**config.mk**
```make
export PLATFORM = sky130hd
export DESIGN_NAME = tfe_hash_reuse_judge
export DESIGN_NICKNAME = d
export VERILOG_FILES = /design/src/rtl/tfe_pkg.sv /design/src/rtl/tfe_hash_match.sv /design/src/rtl/tfe_hash_reuse_judge.sv
export SDC_FILE = /design/constraint.sdc
export NUM_CORES = 1
export LEC_CHECK = 0
export CORE_ASPECT_RATIO = 0.7
export CORE_MARGIN = 3
export CORE_UTILIZATION = 45
export CTS_CLUSTER_SIZE = 40
export DETAILED_ROUTE_END_ITERATION = 8
export DONT_BUFFER_PORTS = 1
export PLACE_DENSITY = 0.61
export SYNTH_ARGS = -nofsm -noshare
export SYNTH_HDL_FRONTEND = slang
export SYNTH_HIERARCHICAL = 1
export SYNTH_SLANG_ARGS = --single-unit
```
**constraint.sdc**
```tcl
create_clock -name clk -period 3.25 [get_ports clk]
set_input_delay 0.975 -clock clk [delete_from_list [all_inputs] [get_ports clk]]
set_output_delay 0.975 -clock clk [all_outputs]
set_load 0.02 [all_outputs]
```
**src/rtl/tfe_pkg.sv**
```systemverilog
// tfe_pkg -- shared constants and types for the hash reuse judge.
//   TFE_HASH_W : default hash width in bits
//   TFE_DEPTH  : default number of history-table entries
//   tfe_res_t  : result bundle {hit, idx, hash} at the default sizes
package tfe_pkg;

  localparam int TFE_HASH_W = 16;
  localparam int TFE_DEPTH  = 16;
  localparam int TFE_IDX_W  = $clog2(TFE_DEPTH);

  typedef struct packed {
    logic                  hit;
    logic [TFE_IDX_W-1:0]  idx;
    logic [TFE_HASH_W-1:0] hash;
  } tfe_res_t;

endpackage

```
**src/rtl/tfe_hash_match.sv**
```systemverilog
// tfe_hash_match -- parallel compare of a key against every valid table entry
// with lowest-index priority encoding. Purely combinational.
//   i_tbl   : table contents, entry k in i_tbl[k]
//   i_valid : per-entry valid bits
//   i_key   : hash to look up
//   o_hit   : at least one valid entry equals the key
//   o_idx   : lowest matching index (0 when no hit)
module tfe_hash_match
  import tfe_pkg::*;
#(
  parameter int HASH_W = TFE_HASH_W,
  parameter int DEPTH  = TFE_DEPTH,
  parameter int IDX_W  = $clog2(DEPTH)
) (
  input  logic [DEPTH-1:0][HASH_W-1:0] i_tbl,
  input  logic [DEPTH-1:0]             i_valid,
  input  logic [HASH_W-1:0]            i_key,
  output logic                         o_hit,
  output logic [IDX_W-1:0]             o_idx
);

  // Scan from the top down so the lowest matching index is the last one written.
  always_comb begin
    o_hit = 1'b0;
    o_idx = '0;
    for (int i = DEPTH - 1; i >= 0; i--) begin
      if (i_valid[i] && (i_tbl[i] == i_key)) begin
        o_hit = 1'b1;
        o_idx = IDX_W'(i);
      end else begin
        o_hit = o_hit;
        o_idx = o_idx;
      end
    end
  end

endmodule

```
**src/rtl/tfe_hash_reuse_judge.sv**
```systemverilog
// tfe_hash_reuse_judge -- judges whether an incoming hash was seen recently.
// A DEPTH-entry history table is searched in one cycle; misses are inserted
// FIFO-style at wr_ptr (oldest entry evicted). The result appears one cycle
// after acceptance and is held under downstream backpressure.
//   clk, rst_n            : clock, asynchronous active-low reset
//   i_hash/i_hash_valid   : incoming hash, o_hash_ready accepts it
//   i_flush               : one-cycle pulse that empties the table
//   o_res_valid/i_res_ready: result handshake; o_res_hit/o_res_idx/o_res_hash
//   o_fill                : number of valid table entries (0..DEPTH)
// Optional: define TFE_HASH_JUDGE_STATS_EN to add saturating o_hit_cnt and
// o_miss_cnt counters (cleared by reset and by i_flush).
module tfe_hash_reuse_judge
  import tfe_pkg::*;
#(
  parameter int HASH_W = TFE_HASH_W,
  parameter int DEPTH  = TFE_DEPTH,
  parameter int IDX_W  = $clog2(DEPTH)
) (
  input  logic              clk,
  input  logic              rst_n,
  input  logic [HASH_W-1:0] i_hash,
  input  logic              i_hash_valid,
  output logic              o_hash_ready,
  input  logic              i_flush,
  output logic              o_res_valid,
  input  logic              i_res_ready,
  output logic              o_res_hit,
  output logic [IDX_W-1:0]  o_res_idx,
  output logic [HASH_W-1:0] o_res_hash,
  output logic [IDX_W:0]    o_fill
`ifdef TFE_HASH_JUDGE_STATS_EN
  ,
  output logic [31:0]       o_hit_cnt,
  output logic [31:0]       o_miss_cnt
`endif
);

  typedef struct packed {
    logic              hit;
    logic [IDX_W-1:0]  idx;
    logic [HASH_W-1:0] hash;
  } res_t;

  localparam logic [IDX_W:0] FILL_MAX = (IDX_W + 1)'(DEPTH);

  logic [DEPTH-1:0][HASH_W-1:0] tbl_q, tbl_d;
  logic [DEPTH-1:0]             vld_q, vld_d;
  logic [IDX_W-1:0]             wr_ptr_q, wr_ptr_d;
  logic [IDX_W:0]               fill_q, fill_d;
  logic                         res_valid_q, res_valid_d;
  res_t                         res_q, res_d;
  logic                         hash_ready_s;
  logic                         accept_s;
  logic                         match_hit_s;
  logic [IDX_W-1:0]             match_idx_s;

  tfe_hash_match #(
    .HASH_W (HASH_W),
    .DEPTH  (DEPTH),
    .IDX_W  (IDX_W)
  ) u_match (
    .i_tbl   (tbl_q),
    .i_valid (vld_q),
    .i_key   (i_hash),
    .o_hit   (match_hit_s),
    .o_idx   (match_idx_s)
  );

  // Ready: flush blocks acceptance; otherwise accept when the result slot frees.
  always_comb begin
    hash_ready_s = !i_flush && (!res_valid_q || i_res_ready);
    accept_s     = i_hash_valid && hash_ready_s;
  end

  // Next-state for the result register and the history table.
  always_comb begin
    res_valid_d = res_valid_q;
    res_d       = res_q;
    tbl_d       = tbl_q;
    vld_d       = vld_q;
    wr_ptr_d    = wr_ptr_q;
    fill_d      = fill_q;

    // Flush never touches the pending result, only a handshake does.
    if (accept_s) begin
      res_valid_d = 1'b1;
      res_d.hit   = match_hit_s;
      res_d.idx   = match_hit_s ? match_idx_s : wr_ptr_q;
      res_d.hash  = i_hash;
    end else if (res_valid_q && i_res_ready) begin
      res_valid_d = 1'b0;
    end else begin
      res_valid_d = res_valid_q;
    end

    // accept_s already excludes the flush cycle, so the branches are disjoint.
    if (i_flush) begin
      vld_d    = '0;
      wr_ptr_d = '0;
      fill_d   = '0;
    end else if (accept_s && !match_hit_s) begin
      tbl_d[wr_ptr_q] = i_hash;
      vld_d[wr_ptr_q] = 1'b1;
      wr_ptr_d        = wr_ptr_q + IDX_W'(1'b1); // power-of-two depth wraps naturally
      fill_d          = (fill_q < FILL_MAX) ? (fill_q + (IDX_W + 1)'(1'b1)) : fill_q;
    end else begin
      fill_d = fill_q;
    end
  end

  // State registers.
  always_ff @(posedge clk or negedge rst_n) begin
    if (!rst_n) begin
      tbl_q       <= '0;
      vld_q       <= '0;
      wr_ptr_q    <= '0;
      fill_q      <= '0;
      res_valid_q <= 1'b0;
      res_q       <= '0;
    end else begin
      tbl_q       <= tbl_d;
      vld_q       <= vld_d;
      wr_ptr_q    <= wr_ptr_d;
      fill_q      <= fill_d;
      res_valid_q <= res_valid_d;
      res_q       <= res_d;
    end
  end

  assign o_hash_ready = hash_ready_s;
  assign o_res_valid  = res_valid_q;
  assign o_res_hit    = res_q.hit;
  assign o_res_idx    = res_q.idx;
  assign o_res_hash   = res_q.hash;
  assign o_fill       = fill_q;

`ifdef TFE_HASH_JUDGE_STATS_EN
  logic [31:0] hit_cnt_q, hit_cnt_d;
  logic [31:0] miss_cnt_q, miss_cnt_d;

  // Saturating hit/miss counters, emptied together with the table.
  always_comb begin
    hit_cnt_d  = hit_cnt_q;
    miss_cnt_d = miss_cnt_q;
    if (i_flush) begin
      hit_cnt_d  = 32'd0;
      miss_cnt_d = 32'd0;
    end else if (accept_s && match_hit_s) begin
      hit_cnt_d = (hit_cnt_q != 32'hFFFF_FFFF) ? (hit_cnt_q + 32'd1) : hit_cnt_q;
    end else if (accept_s) begin
      miss_cnt_d = (miss_cnt_q != 32'hFFFF_FFFF) ? (miss_cnt_q + 32'd1) : miss_cnt_q;
    end else begin
      hit_cnt_d  = hit_cnt_q;
    end
  end

  // Counter registers.
  always_ff @(posedge clk or negedge rst_n) begin
    if (!rst_n) begin
      hit_cnt_q  <= 32'd0;
      miss_cnt_q <= 32'd0;
    end else begin
      hit_cnt_q  <= hit_cnt_d;
      miss_cnt_q <= miss_cnt_d;
    end
  end

  assign o_hit_cnt  = hit_cnt_q;
  assign o_miss_cnt = miss_cnt_q;
`endif

endmodule

```
==> results of run 1 <==
worst min path at each step:
stage          startpoint        endpoint  slack, ps
2_1_floorplan   vld_q[14]       vld_q[14]        460
3_3_place_gp    vld_q[14]       vld_q[14]        470
3_5_place_dp    vld_q[14]       vld_q[14]        470
4_1_cts             rst_n  o_res_hash[14]         90
5_1_grt             rst_n  o_res_hash[14]         90
6_report            rst_n  o_res_hash[14]        120
cells in the final DEF (no fill, tap or decap), types with 3 or more instances in the layout:
cell / Yosys / final
a21oi_1: 5 / 5
buf_12: 1 / 18
buf_4: 18 / 29
clkbuf_1: 22 / 9
clkbuf_16: 0 / 31
clkbuf_8: 0 / 7
clkinv_2: 0 / 6
dfrtp_1: 303 / 303
ha_1: 5 / 5
inv_1: 7 / 7
mux2_2: 252 / 216
mux2_4: 18 / 56
mux2i_1: 5 / 5
nand2_1: 17 / 17
nand2b_1: 6 / 6
nand3_1: 15 / 14
nand3b_1: 5 / 5
nand4_1: 43 / 43
nor2_1: 12 / 12
nor3_1: 5 / 5
nor4_1: 26 / 23
nor4_2: 4 / 6
nor4_4: 17 / 18
o21a_1: 15 / 15
o21ai_0: 11 / 9
o21ai_1: 1 / 3
o311ai_1: 1 / 4
or3b_1: 3 / 3
xnor2_1: 164 / 163
xor2_1: 91 / 91
logic make-up (layout without fill, tap and decap cells):
| family | after synthesis | after routing |
|---|---|---|
| buffers and inverters | 92 | 113 |
| multiplexers | 279 | 279 |
| XOR/XNOR | 255 | 255 |
| AO/OA/AOI/OAI | 54 | 54 |
| flip-flops | 303 | 303 |
| adder cells (fa/ha/maj) | 5 | 5 |
| other | 0 | 1 |
| AND/OR/NAND/NOR | 168 | 168 |
state kept, by name, indices dropped and copies added, names as in the netlist:
signal and flops:
o_fill 5, o_res_hash 16, o_res_valid 1, vld_q 16
o_res_hit 1, wr_ptr_q 4, tbl_q 256, o_res_idx 4
worst max-delay path: stages:
cell and delay (ps):
xor2_1 260, nor4_1 100, nand4_1 140, nor4_4 70, nor4_2 380, nand3_2 220
buf_12 210, buf_4 190, nor4_4 410, buf_12 200, mux2_2 340
power breakdown:
group          internal [mW]  switching, mW  leakage [nW]  total, mW
logic                  0.465          0.264          2.89      0.729
clock network           2.07           1.48         0.499       3.56
registers               4.04          0.239          4.04       4.28
cell type report:
| cell class | count | area [µm²] |
|---|---|---|
| Clock inverter | 10 | 106 |
| Clock buffer | 47 | 906 |
| Tap cell | 435 | 544 |
| Timing Repair Buffer | 47 | 578 |
| Fill cell | 2908 | 16500 |
| Sequential cell | 303 | 7580 |
| Antenna cell | 1 | 2.50 |
| Inverter | 9 | 33.8 |
| Multi-Input combinational cell | 761 | 7430 |
routing by layer:
metal  GRT usage, %  up-vias  part of all wire, %
li1               -     4044                    -
met1           30.6     4470                   53
met5              0        -                    0
met2           26.6      115                   41
met4           3.22        0                  1.6
met3           3.40       36                  3.8
through the flow:
stage | util, % | cells
finish | 51.1 | 1613
floorplan | - | 1156
global route | 51.1 | 1612
detailed placement | 47.8 | 1550
CTS | 50.9 | 1609
global placement | 47.8 | 1550
what timing repair did:
action / 4_1_cts / 5_1_grt
hold buffers: 0 / 0
setup buffers: 2 / 3
resized for setup: 0 / 0
gates cloned: 0 / 0
setup endpoints to repair: 47 / 48
pin swaps: 3 / 3
==> results.cfg, run 1 <==
[global_routing]
grt_pass1_vias = 8657
gr-total-overflow = 0
grt_pass1_wl_mm = 53.3
grt.total_usage_pct = 18.9
antenna_found_initial = 0
grt_max_degree = 304

[outcome]
status = finished, final reports clean

[cts]
clockBufferDepth = 3
clock_sinks = 303
htree_levels = 1
clk_latency_ps = 570
clk_pin_slew_ps = 60
cts_made_buffers = 31
cts_tree = done
root_buffer = clkbuf_16

[synth]
synth_fa_ha_area_share_pct = 0.406
yosys-top-cells-area = dfrtp_1 49%, mux2_2 18%, xnor2_1 9.3%, xor2_1 5.2%, nor4_4 2.3%
synth_area_um2 = 15400
postSynthCellCount = 1156
synth-simple-area-share_pct = 8.44
yosysTopAreaCellShare_pct = 49.2
synth_mux_area_share_pct = 20.8
synth_edf_count = 0
synth-warning-count = 6
synth.avg_cell_area_um2 = 13.3
synthesis.nets = 1182
synth_most_common_cell = dfrtp_1
synth_xor_area_share_pct = 14.5
ys_seq_area_share_pct = 49.2
synth-seq-cells = 303
synth_compound_area_share_pct = 2.73
synth_top_family_by_area = multiplexers
yosys.area.top_type = dfrtp_1
synthArstFlopShare_pct = 100
synth_cell_types = 56
yosys-top-cells-count = 303 x dfrtp_1, 252 x mux2_2, 164 x xnor2_1
ys_dominant_reg_cell = dfrtp_1

[floorplan]
core_um2 = 33600
ioPinCount = 49
fp-row-count = 56
die_area_um2 = 36600
initial_core_util_pct = 45.9
die-width_um = 227
die_h_um = 161

[detailed_routing]
drt_iter0_markers = 656
wl_mm = 34.0
wl_per_cell_um = 21.1
dr_total_vias = 8665
drt_pass1_iterations = 5
via_per_inst = 5.37
ant_nets = 0
post-route-drc-count = 0

[sta]
worst-slew-pin-transition_ps = 751
fin_skew_ps = 17.0
max_clock_freq_mhz = 325
whs_ps = 117
rsz0062_at_grt = false
hold_violations = 0
setup_tns_ps = 0
min_period_ps = 3070
finalWorstSetupSlack_ps = 176
slew_violations = 0
timing.final.crit_share_pct = 94.6
slew_headroom_pct = 49.9
setup_viol_count_final = 0

[setup_path]
r2r_slack_ps = 200
crit_path_max_fanout = 33
reg2reg_from = tbl_q[137]
reg2reg_to = tbl_q[39]
startpoint = i_hash[9]
r2r_cells = 11
endpoint = tbl_q[39]
end_kind = flip-flop
arrival_ps = 3520
crit_type = input pin to flip-flop
worst_ep_required_time_ps = 3690
worstSetupStartpointType = input pin

[power]
p_leak_nw = 7.43
vdd_drop_max_uv = 460
p_per_area_nw_per_um2 = 498
power_mw = 8.56

[placement]
port_buffers = 0
dp_hpwl_mm = 20.2
dp_slack_ps = -632
gp_congestion = 0.770
placed_area_um2 = 16100

[finish]
design_area_um2 = 17200
fin_nets = 1179
area_growth_pct = 11.4
layout-drive-gt1-share_pct = 34.3

[min_path]
holdCritPathClass = input pin to async pin

[flow_run]
max-cap-violations = 0
Note: power is estimated with default switching activity, not from simulation.
==> inputs of run 2 (changes only) <==
- SKIP_CTS_REPAIR_TIMING: not set -> 1
- SYNTH_HIERARCHICAL: 1 -> not set
==> run 2 against run 1 <==
Compared with the run above: clock skew is 8.3 ps lower; count of clock-buffer cells in the layout stayed put; final cell count is 1.4% higher; total power is 4.5% lower.
==> results.cfg, run 2 <==
[synth]
yosys-top-cells-area = dfrtp_1 49%, mux2_2 16%, xnor2_1 11%, xor2_1 4.1%, mux2_4 3.5%
yosys-top-cells-count = 303 x dfrtp_1, 222 x mux2_2, 185 x xnor2_1
synth_most_common_cell = dfrtp_1
ys_seq_area_share_pct = 49.5
yosysTopAreaCellShare_pct = 49.5
synth.avg_cell_area_um2 = 12.7
synthesis.nets = 1237
synthArstFlopShare_pct = 100
postSynthCellCount = 1211
synth_area_um2 = 15300
synth_cell_types = 47
ys_dominant_reg_cell = dfrtp_1
yosys.area.top_type = dfrtp_1
synth_edf_count = 0
synth-warning-count = 0
synth-seq-cells = 303

[placement]
dp_slack_ps = -256
place_inst = 1583
gp_congestion = 0.849
port_buffers = 0
dp_hpwl_mm = 19.4

[finish]
layout-drive-gt1-share_pct = 30.0
fin_cells = 1636
final_util_pct = 50.4
layout_commonest_cell = dfrtp_1
final_cell_mix = 303 x dfrtp_1, 222 x mux2_2, 185 x xnor2_1
area_growth_pct = 8.32
largest_register_ffs = 256
regMostFlops = tbl_q
fin_nets = 1215
antenna_cells = 0

[detailed_routing]
post-route-drc-count = 0
ant_nets = 0
drt_iter0_markers = 527
dr_total_vias = 8702
wl_per_cell_um = 20.2
wl_mm = 33.0
via_per_inst = 5.32
drt_pass1_iterations = 5

[global_routing]
grt.total_usage_pct = 18.8
grt_pass1_vias = 8925
gr-total-overflow = 0
grt_max_degree = 304
antenna_found_initial = 0
grt_pass1_wl_mm = 53.4

[sta]
fin_skew_ps = 8.73
setup_viol_count_final = 0
rsz0062_at_grt = false
hold_violations = 0
min_period_ps = 2930
worst-slew-pin-transition_ps = 794
slew_headroom_pct = 47.1
timing.final.crit_share_pct = 90.1
finalWorstSetupSlack_ps = 322
max_clock_freq_mhz = 341
slew_violations = 0

[setup_path]
crit_type = input pin to flip-flop
worst_ep_required_time_ps = 3690
crit_path_max_fanout = 33
arrival_ps = 3360
end_kind = flip-flop
worstSetupStartpointType = input pin

[cts]
root_buffer = clkbuf_16
cts_made_buffers = 31
clockBufferDepth = 3
htree_levels = 1
cts_tree = done
clock_sinks = 303
clk_pin_slew_ps = 60
clk_latency_ps = 560

[power]
vdd_drop_max_uv = 281
p_leak_nw = 7.71
p_per_area_nw_per_um2 = 492
power_mw = 8.18

[min_path]
holdCritPathClass = input pin to async pin

[floorplan]
ioPinCount = 49
core_um2 = 33000
die_area_um2 = 36400
die_h_um = 160
initial_core_util_pct = 46.5
fp-row-count = 55
die-width_um = 227

[outcome]
status = finished, final reports clean

[flow_run]
max-cap-violations = 0
## run 2: cell count changes after synthesis, sizes merged, moves of 15 or more
cell / delta
xor2: -20
nor4: -30
nand2: +53
xnor2: +21
mux2: -16
a21oi: +15
## run 2: area by class of cell
cell class	count	area [µm²]
clock buffer	47	896
clock inverter	6	61.3
fill	2886	16400
inverter	14	52.6
multi-input combinational	798	7010
sequential	303	7580
tap	427	534
timing repair buffer	41	470
## run 2: through the flow
stage | setup TNS (ps) | instance area [µm²] | hold slack (ps)
after floorplan | -1080 | 15400 | 462
final | 0 | 16600 | 118
after CTS | 0 | 16600 | 95.5
after detailed placement | -33390 | 15700 | 493
after global placement | -30110 | 15700 | 486
after global routing | 0 | 16600 | 91.5
## run 2: report_power, final
part,internal [mW],switching [mW],leakage (nW)
Clock,1.96,1.44,0.468
Sequential,3.99,0.194,4.11
Combinational,0.378,0.217,3.13
## run 2: worst paths after layout
kind | from | end | slack, ps | cells after the start
max in group asynchronous | rst_n | tbl_q[83] | 2610 | 0
worst max register to register | tbl_q[97] | tbl_q[104] | 380 | 12
worst min register to register | vld_q[4] | vld_q[4] | 500 | 2
worst min-delay path | rst_n | o_res_valid | 120 | 0
min in group clk | i_flush | vld_q[15] | 490 | 1
worst max-delay path | i_hash[1] | tbl_q[104] | 320 | 12
## run 2: logic make-up (layout without fill, tap and decap cells)
| group | Yosys count | after routing | synth area share [%] |
|---|---|---|---|
| DFF | 303 | 303 | 49.5 |
| muxes | 262 | 262 | 20.1 |
| xor gates and xnor gates | 256 | 256 | 14.6 |
| and+or+nand+nor | 237 | 237 | 9.08 |
| buffers and inverters | 110 | 108 | 4.82 |
| AOI/OAI and AO/OA | 38 | 38 | 1.51 |
| adders and majority gates | 5 | 5 | 0.408 |
## run 2: worst max-delay path, cell delays in order
cell	delay, ps
xor2_1	150
nor4_1	340
nand3_1	150
nor4_1	280
buf_4	200
nand4b_1	220
nor4b_4	90
buf_12	180
buf_4	180
nand2_2	80
buf_12	160
mux2_2	340
## run 2: metal layers
layer	GRT usage (%)	vias up	wire length [µm]
met3	3.89	29	1470
li1	-	4114	-
met1	28.6	4445	17000
met2	28.2	114	14200
met4	2.78	0	386
met5	0	-	0
==> inputs of run 3 (changes only) <==
- ABC_AREA: not set -> 1
- SLEW_MARGIN: not set -> 20
==> run 3 against run 2 <==
Compared with the run above: register-to-register slack improved by 90 ps; sequential share of layout area shrank 1.7 points; area after synthesis shrank 0.78%; via count is 39% higher; non-clock buffer count grew 103; worst setup slack got worse by 120 ps; sequential power up 4%; worst hold slack got worse by 16 ps; largest cell class unchanged.
==> results.cfg, run 3 <==
[global_routing]
grt.total_usage_pct = 24.2
grt_pass1_wl_mm = 68.1
grt_max_degree = 304
gr-total-overflow = 0
grt_pass1_vias = 11400
antenna_found_initial = 0

[synth]
yosys-top-cells-area = dfrtp_1 50%, nand2_1 12%, o21ai_1 7.6%, xor2_1 3.0%, buf_6 2.6%
ys_dominant_reg_cell = dfrtp_1
synthesis.nets = 1745
synth_cell_types = 55
synth-seq-cells = 303
synthArstFlopShare_pct = 100
synth_most_common_cell = nand2_1
synth.avg_cell_area_um2 = 8.85
synth_area_um2 = 15200
ys_seq_area_share_pct = 49.8
yosysTopAreaCellShare_pct = 49.8
postSynthCellCount = 1719
synth_edf_count = 0
yosys-top-cells-count = 487 x nand2_1, 303 x dfrtp_1, 230 x o21ai_1
yosys.area.top_type = dfrtp_1
synth-warning-count = 0

[detailed_routing]
drt_pass1_iterations = 6
post-route-drc-count = 0
drt_iter0_markers = 1206
via_per_inst = 5.46
dr_total_vias = 12100
wl_per_cell_um = 19.5
wl_mm = 43.4
ant_nets = 0

[cts]
cts_made_buffers = 30
htree_levels = 1
clockBufferDepth = 3
root_buffer = clkbuf_16
cts_tree = done
clk_pin_slew_ps = 60
clk_latency_ps = 580
clock_sinks = 303

[sta]
hold_violations = 0
fin_skew_ps = 19.4
setup_tns_ps = 0
rsz0062_at_grt = false
timing.final.crit_share_pct = 93.7
max_clock_freq_mhz = 328
min_period_ps = 3040
whs_ps = 102
worst-slew-pin-transition_ps = 833
slew_headroom_pct = 44.3
slew_violations = 0
setup_viol_count_final = 0

[finish]
layout-drive-gt1-share_pct = 16.9
largest_register_ffs = 256
final_cell_mix = 487 x nand2_1, 303 x dfrtp_1, 230 x o21ai_1
layout_commonest_cell = nand2_1
regMostFlops = tbl_q
final_util_pct = 52.5
antenna_cells = 0
fin_nets = 1799
design_area_um2 = 17200
area_growth_pct = 13.3

[setup_path]
worst_ep_required_time_ps = 3700
crit_path_max_fanout = 33
crit_type = input pin to flip-flop
end_kind = flip-flop
arrival_ps = 3490
worstSetupStartpointType = input pin

[power]
p_leak_nw = 7.82
p_per_area_nw_per_um2 = 499
vdd_drop_max_uv = 444

[placement]
port_buffers = 0
gp_congestion = 0.834
placed_area_um2 = 16300
dp_hpwl_mm = 28.4

[floorplan]
ioPinCount = 49
die_area_um2 = 36100
die-width_um = 226
die_h_um = 160
fp-row-count = 55
initial_core_util_pct = 46.3
core_um2 = 32800

[min_path]
holdCritPathClass = input pin to async pin

[outcome]
status = finished, final reports clean

[flow_run]
max-cap-violations = 0
run 3: cell type report:
cell class / instances / area (µm²)
fillers: 3031 / 15600
flip-flops and latches: 303 / 7580
multi-input cells: 1217 / 6370
repair buffers: 144 / 1530
clock buffers: 45 / 847
well taps: 427 / 534
inverters: 77 / 312
clock inverters: 10 / 63.8
run 3: logic make-up after synthesis:
logic type | count (synthesis) | share of synthesized area, %
AOI/OAI and AO/OA | 451 | 17.6
xor gates and xnor gates | 76 | 4.38
adders and majority gates | 5 | 0.411
buffers and inverters | 199 | 8.30
DFF | 303 | 49.8
and+or+nand+nor | 685 | 19.4
run 3: path summary, 6_finish.rpt:
check | cells after the start | end | slack, ps | startpoint
max in group asynchronous | 0 | o_res_hash[15] | 2480 | rst_n
hold / removal | 0 | tbl_q[84] | 100 | rst_n
min in group clk | 1 | vld_q[10] | 450 | i_flush
hold reg to reg | 2 | tbl_q[150] | 490 | tbl_q[150]
setup / recovery | 17 | tbl_q[80] | 210 | i_hash[10]
setup reg to reg | 15 | tbl_q[80] | 470 | tbl_q[83]
run 3: worst max-delay path: stages:
cell and delay [ps]:
inv_2 340, buf_12 190, nand2_1 50, nand2_1 60, nor2_1 40, o2111ai_1 70, nor3_1 70, nand3_1 130
nand2_1 100, nor2_2 200, nand2_4 90, nor3_4 470, buf_8 240, nand3_2 110, buf_12 200, nand2_1 70
o21ai_1 60
run 3: power breakdown:
part / total (mW) / leakage, nW / switching, mW / internal (mW)
sequential: 4.34 / 4.12 / 0.278 / 4.06
clock: 3.30 / 0.450 / 1.50 / 1.80
combinational: 0.951 / 3.25 / 0.513 / 0.438
run 3: layer usage:
metal,vias up,share of wire [%],track usage (%),wire length (µm)
li1,5851,-,-,-
met1,5849,49,37.5,21100
met2,373,42,35.3,18300
met3,64,6.9,4.36,3010
met4,0,2.3,5.48,979
met5,-,0,0,0
run 3: per-stage QoR:
| step | setup WS, ps | instances | power [mW] |
|---|---|---|---|
| after floorplan | 185 | 1719 | 5.06 |
| after global placement | -677 | 2167 | 5.32 |
| after detailed placement | -685 | 2167 | 5.35 |
| after CTS | -92.6 | 2222 | 8.66 |
| after global routing | 36.7 | 2223 | 8.98 |
| final | 205 | 2223 | 8.59 |
